===== src/rtl/capture_sequencer.sv =====
// Capture sequencer: confirms a filter choice, runs a countdown, strobes the
// frame buffer, waits for the stored frame and offers retake/accept.
module capture_sequencer #(
  parameter int CLKS_PER_SEC  = 74_250_000,
  parameter int COUNT_START   = 3,
  parameter int FRAME_TIMEOUT = 2_475_000
) (
  input  logic       clk_in,
  input  logic       rst_in,
  input  logic       state_1_over,
  input  logic [2:0] select_in,
  input  logic       middle_in,
  input  logic       left_in,
  input  logic       right_in,
  input  logic       frame_done_in,
  output logic [2:0] filter_out,
  output logic [1:0] countdown_out,
  output logic       capture_out,
  output logic [2:0] state_out,
  output logic       review_out,
  output logic       done_out,
  output logic       error_out
);

  localparam int TW = (CLKS_PER_SEC > 1) ? $clog2(CLKS_PER_SEC) : 1;
  localparam int OW = (FRAME_TIMEOUT > 1) ? $clog2(FRAME_TIMEOUT) : 1;
  localparam logic [TW-1:0] TICK_LAST   = TW'(CLKS_PER_SEC - 1);
  localparam logic [OW-1:0] WAIT_LAST   = OW'(FRAME_TIMEOUT - 1);
  localparam logic [1:0]    DIGIT_FIRST = 2'(COUNT_START);

  typedef enum logic [2:0] {
    S_IDLE       = 3'd0,
    S_ARMED      = 3'd1,
    S_COUNTDOWN  = 3'd2,
    S_CAPTURE    = 3'd3,
    S_WAIT_FRAME = 3'd4,
    S_REVIEW     = 3'd5,
    S_DONE       = 3'd6
  } state_t;

  state_t        state_q, state_d;
  logic [2:0]    filter_q, filter_d;
  logic [1:0]    count_q, count_d;
  logic [TW-1:0] tick_q, tick_d;
  logic [OW-1:0] wait_q, wait_d;
  logic          error_q, error_d;
  logic          prev_mid_q, prev_left_q, prev_right_q;
  logic          mid_edge, left_edge, right_edge;

  // Buttons are sampled in every state so a held press never re-triggers.
  assign mid_edge   = middle_in & ~prev_mid_q;
  assign left_edge  = left_in   & ~prev_left_q;
  assign right_edge = right_in  & ~prev_right_q;

  always_ff @(posedge clk_in) begin
    if (rst_in) begin
      state_q      <= S_IDLE;
      filter_q     <= '0;
      count_q      <= '0;
      tick_q       <= '0;
      wait_q       <= '0;
      error_q      <= 1'b0;
      prev_mid_q   <= 1'b0;
      prev_left_q  <= 1'b0;
      prev_right_q <= 1'b0;
    end else begin
      state_q      <= state_d;
      filter_q     <= filter_d;
      count_q      <= count_d;
      tick_q       <= tick_d;
      wait_q       <= wait_d;
      error_q      <= error_d;
      prev_mid_q   <= middle_in;
      prev_left_q  <= left_in;
      prev_right_q <= right_in;
    end
  end

  always_comb begin
    state_d  = state_q;
    filter_d = filter_q;
    count_d  = count_q;
    tick_d   = tick_q;
    wait_d   = wait_q;
    error_d  = error_q;
    // Losing the filter-select phase aborts everything but keeps filter/error.
    if (state_q != S_IDLE && !state_1_over) begin
      state_d = S_IDLE;
      count_d = '0;
      tick_d  = '0;
      wait_d  = '0;
    end else begin
      case (state_q)
        S_IDLE: begin
          if (state_1_over) state_d = S_ARMED;
        end
        S_ARMED: begin
          if (mid_edge) begin
            filter_d = (select_in > 3'd5) ? 3'd0 : select_in;
            count_d  = DIGIT_FIRST;
            tick_d   = '0;
            state_d  = S_COUNTDOWN;
          end
        end
        S_COUNTDOWN: begin
          if (tick_q == TICK_LAST) begin
            tick_d = '0;
            if (count_q == 2'd1) begin
              count_d = '0;
              state_d = S_CAPTURE;
            end else begin
              count_d = count_q - 2'd1;
            end
          end else begin
            tick_d = tick_q + 1'b1;
          end
        end
        S_CAPTURE: begin
          wait_d  = '0;
          state_d = S_WAIT_FRAME;
        end
        S_WAIT_FRAME: begin
          if (frame_done_in) begin
            error_d = 1'b0;
            state_d = S_REVIEW;
          end else if (wait_q == WAIT_LAST) begin
            error_d = 1'b1;
            wait_d  = '0;
            state_d = S_ARMED;
          end else begin
            wait_d = wait_q + 1'b1;
          end
        end
        S_REVIEW: begin
          // Simultaneous retake and accept is ambiguous, so neither wins.
          if (left_edge && !right_edge)      state_d = S_ARMED;
          else if (right_edge && !left_edge) state_d = S_DONE;
        end
        S_DONE:  state_d = S_DONE;
        default: state_d = S_IDLE;
      endcase
    end
  end

  assign filter_out    = filter_q;
  assign countdown_out = count_q;
  assign error_out     = error_q;
  assign state_out     = state_q;
  assign capture_out   = (state_q == S_CAPTURE);
  assign review_out    = (state_q == S_REVIEW);
  assign done_out      = (state_q == S_DONE);

endmodule


===== config.mk =====
export PLATFORM = sky130hd
export DESIGN_NAME = capture_sequencer
export DESIGN_NICKNAME = d
export VERILOG_FILES = /design/src/rtl/capture_sequencer.sv
export SDC_FILE = /design/constraint.sdc
export NUM_CORES = 1
export LEC_CHECK = 0
export CAP_MARGIN = 5
export CELL_PAD_IN_SITES_DETAIL_PLACEMENT = 1
export CELL_PAD_IN_SITES_GLOBAL_PLACEMENT = 1
export CORE_UTILIZATION = 47
export DETAILED_ROUTE_END_ITERATION = 10
export GPL_TIMING_DRIVEN = 0
export PLACE_DENSITY_LB_ADDON = 0.2
export REMOVE_ABC_BUFFERS = 1
export SKIP_CTS_REPAIR_TIMING = 1
export SLEW_MARGIN = 0
export SYNTH_ARGS = -nofsm -noshare
export SYNTH_HDL_FRONTEND = slang
export SYNTH_SLANG_ARGS = --single-unit

===== constraint.sdc =====
create_clock -name clk_in -period 4.5 [get_ports clk_in]
set_input_delay 0.675 -clock clk_in [delete_from_list [all_inputs] [get_ports clk_in]]
set_output_delay 0.675 -clock clk_in [all_outputs]
set_load 0.02 [all_outputs]

==> run summary <==
The pre-antenna-repair detailed-routing pass consisted of 4 iterations. IR analysis of the VDD net gives a maximum drop of 0.182 mV. The die covers 7210 um2.

In the synthesized netlist the dominant register cell turns out to be sky130_fd_sc_hd__dfxtp_1. For the proportion of power drawn by flip-flops and latches, the log shows 46.8%. After synthesis the netlist holds a flip-flop and latch count of 61. After synthesis, the cell types taking the most area are sky130_fd_sc_hd__dfxtp_1 (38%), sky130_fd_sc_hd__nand2_1 (4.8%), sky130_fd_sc_hd__nand3_1 (4.6%), sky130_fd_sc_hd__nor2_1 (4.6%), sky130_fd_sc_hd__a21oi_1 (3.9%). For this run, the top clock speed supported by timing is 0.358 GHz. After technology mapping, the gate count stands at 401. The hold path depth works out to 2. In the global route stage, met3 resource usage came out at 6.61%. The total power density per cell area is 322 nW/um2, and the highest net fanout along the worst path is 15. The post-synthesis async set-or-reset flop share came out at 0%. The detailed router placed 3,068 vias in this run. The count of nets left with antenna violations once routing finished came out at 0. The sequential area share after synthesis was 37.8%. Setup repair after global routing left no endpoint under its margin. The initial antenna violation count was 0.

Internal reg-to-reg setup slack: 1.81 ns. The starting density of the core was 49.7%; the total global routing track utilization was 26.4%. At the later pin of the worst-skew pair, clock insertion delay measures 0.35 ns. From bottom edge to top edge, the die measures 84.9 um. The most common cell after layout, fill and taps aside is sky130_fd_sc_hd__dfxtp_1. The met2 track demand over resource is 43.6%, and the longest individual stage delay on the worst path is 0.89 ns.

The worst endpoint required time was 4.78 ns; the depth of the worst register-to-register path was 5. The total stage count of the critical path was 6. Compared with the post-synthesis result, the final layout area differs by 13.7%. Clock tree synthesis selected as its root buffer the cell sky130_fd_sc_hd__clkbuf_8. Hold slack: 0.471 ns. 0 antenna diodes ended up in the layout.

The x dimension of the die was 84.9 um. The kind of cell with the highest combined delay along the critical path is compound AO/OA/AOI/OAI gates. The core region is 6490 um2.

The initialized floorplan defines 29 standard-cell rows. The clock period minus worst slack is 2.79 ns. The pin count of the biggest net entering global routing is 21, and the number of nets in the layout is 428.

Walking the worst path, the cells encountered are clkdlybuf4s50_1 > nor4bb_1 > o21bai_1 > nor2b_1 > a21oi_1 > a21oi_1. The number of design rule violations left after detail routing is 0. In this run the number of H-tree levels came out at 3. Setup violations remaining at the end of the flow were counted as 0.

The layer flagged by global routing as most heavily used is met2. The first routing iteration left 144 violations. Worst clock skew on the final layout: 0.00549 ns. The mapped cell area is 3230 um2. Transition time at the pin with the least slew margin: 1.12 ns. The area share of the largest cell type after synthesis was 37.8%; the average footprint of a synthesized cell was 8.06 um2. For this run the aggregate overflow at the end of global routing stands at 0. The path class of the tightest hold or removal check is flip-flop to flip-flop. Synthesis instantiated 51 different standard cells from the library.

For the total I/O pin count, the log shows 22. The final worst-path cycle share is 62.1%. Net switching is 25.2% of the power. Input and output buffers added on the ports amount to 21.

The worst setup path is captured at a flip-flop. CTS saw 61 sinks. Number of buffers between clock root and the deepest sink: 2. The tightest slew margin relative to the limit is 25.2%. The via count of the first global-routing pass came out at 3,161. The HPWL reported at the end of detailed placement is 6210 um, and the wire length of the first global-routing pass is 15,100 um.

The logs give 0 for the final max-slew violation count and 0 ns for the final-layout setup total negative slack. The clock transition time at the flip-flop clock pins of the worst setup and hold paths was 0.07 ns; the part of the power in combinational logic was 7.7%. Number of max-cap violations: 0. The count of flip-flops with a built-in enable after synthesis is 0.

Via-per-instance ratio: 6.17. On the critical path, the stage with the largest delay is an instance of sky130_fd_sc_hd__o21bai_1. The routed design has 8820 um of wire. In this run, CTS created clock tree buffers numbering 9. The ratio of cells with drive above 1 in the final layout is 6.19%. In the layout the commonest cells are sky130_fd_sc_hd__dfxtp_1 (61), sky130_fd_sc_hd__nand2_1 (41), sky130_fd_sc_hd__nor2_1 (40). The type of the worst setup path was input port to flip-flop.

Global routing used 34.4% of the available met1 tracks. Cell internal power was estimated by the tool at 0.886 mW. The congestion estimate from routability-driven global placement came to 0.809. After detailed routing, the average wire length per cell comes to 17.7 um.

Number of warnings printed during yosys synthesis: 0. Summed over all instances, the cell type with the most area after synthesis is sky130_fd_sc_hd__dfxtp_1. The part of the power in the clock network was 45.4%; the worst path buffer plus inverter count was 1. The tools report the net switching power as 0.298 mW. The flow ran to the end, and the final reports show no timing, DRC or antenna violations. The cell repeated most along the worst path was sky130_fd_sc_hd__a21oi_1. For this design the static power due to leakage is 1.26 nW. The tools report the hold violation count in the final report as 0. The data arrival time of the critical path is 3.08 ns. TritonCTS built the clock tree. Kind of launch point of the worst setup path: an input port.
[stage by stage]
stage	std cells	instance area (um2)	worst slack (ns)	power, mW	util (%)
3_5_place_dp	481	3460	1.36	0.657	53.3
2_1_floorplan	382	3140	1.68	0.616	-
3_3_place_gp	480	3440	0.126	0.654	53.0
5_1_grt	497	3670	1.53	1.23	56.6
6_report	497	3670	1.71	1.18	56.6
4_1_cts	497	3670	1.71	1.19	56.6
[cells in the mapped netlist, types with 4 or more instances]
cell type / number
sky130_fd_sc_hd__a31oi_1: 11
sky130_fd_sc_hd__xor2_1: 9
sky130_fd_sc_hd__nand2b_1: 5
sky130_fd_sc_hd__or3_1: 6
sky130_fd_sc_hd__and3_1: 15
sky130_fd_sc_hd__nand4_1: 11
sky130_fd_sc_hd__xnor2_1: 11
sky130_fd_sc_hd__and4_1: 8
sky130_fd_sc_hd__o21ai_0: 13
sky130_fd_sc_hd__nor2_1: 40
sky130_fd_sc_hd__nor4b_1: 5
sky130_fd_sc_hd__a21oi_1: 25
sky130_fd_sc_hd__dfxtp_1: 61
sky130_fd_sc_hd__nand3_1: 30
sky130_fd_sc_hd__a21o_1: 4
sky130_fd_sc_hd__and2_1: 4
sky130_fd_sc_hd__nor4_1: 8
sky130_fd_sc_hd__clkbuf_1: 11
sky130_fd_sc_hd__nand2_1: 41
sky130_fd_sc_hd__nor2b_1: 8
sky130_fd_sc_hd__buf_2: 6
sky130_fd_sc_hd__nor3_1: 5
sky130_fd_sc_hd__a211oi_1: 4
sky130_fd_sc_hd__inv_1: 11
[state kept, by name, summed over array words and instances (netlist names)]
name,count
prev_mid_q,1
tick_q,27
prev_left_q,1
countdown_out,2
filter_out,3
state_out,3
error_out,1
wait_q,22
prev_right_q,1
[path summary, 6_finish.rpt]
check,start,to
worst max-delay path,middle_in,tick_q[21]$_SDFFE_PP0P_
worst min-delay path,filter_out[2]$_SDFFE_PP0P_,filter_out[2]$_SDFFE_PP0P_
worst max register to register,state_out[0]$_SDFFE_PP0P_,tick_q[21]$_SDFFE_PP0P_
worst min register to register,filter_out[2]$_SDFFE_PP0P_,filter_out[2]$_SDFFE_PP0P_
[routing by layer]
metal | share of wire (%) | wire length, um | vias up
li1 | - | - | 1492
met1 | 48 | 4200 | 1495
met2 | 47 | 4140 | 68
met3 | 4.1 | 364 | 13
met4 | 1.3 | 114 | 0
met5 | 0 | 0 | -
[kinds of logic (layout without fill, tap and decap cells)]
| logic type | after synthesis | in the layout | share of synthesized area [%] |
|---|---|---|---|
| AND/OR/NAND/NOR | 202 | 202 | 34.2 |
| AO/OA/AOI/OAI | 82 | 82 | 16.3 |
| flip-flops | 61 | 61 | 37.8 |
| buffers and inverters | 30 | 49 | 4.18 |
| XOR/XNOR | 20 | 20 | 5.42 |
| adder cells (fa/ha/maj) | 3 | 3 | 1.16 |
| multiplexers | 3 | 3 | 0.930 |
[power groups by stage]
stage                     combinational [mW]  sequential, mW  clock, mW
after global placement                0.0878           0.566          0
after CTS                             0.0917           0.554      0.548
after global routing                   0.101           0.555      0.570
after floorplan                       0.0484           0.568          0
after detailed placement              0.0912           0.566          0
final                                 0.0913           0.554      0.538
[worst reg2reg max path, cell delays in order (launching register included)]
cell	delay [ns]
sky130_fd_sc_hd__dfxtp_1	0.59
sky130_fd_sc_hd__nor2b_1	0.20
sky130_fd_sc_hd__o21bai_1	0.92
sky130_fd_sc_hd__nor2b_1	0.66
sky130_fd_sc_hd__a21oi_1	0.09
sky130_fd_sc_hd__a21oi_1	0.16
[cell type report]
type                    count  area [um2]
inverters                  11        41.3
clock buffers               9         124
multi-input cells         310        1880
fillers                   804        2820
clock inverters             7        90.1
well taps                  77        96.3
flip-flops and latches     61        1220
repair buffers             22         218
No activity file was read; power rests on OpenSTA's default activity.
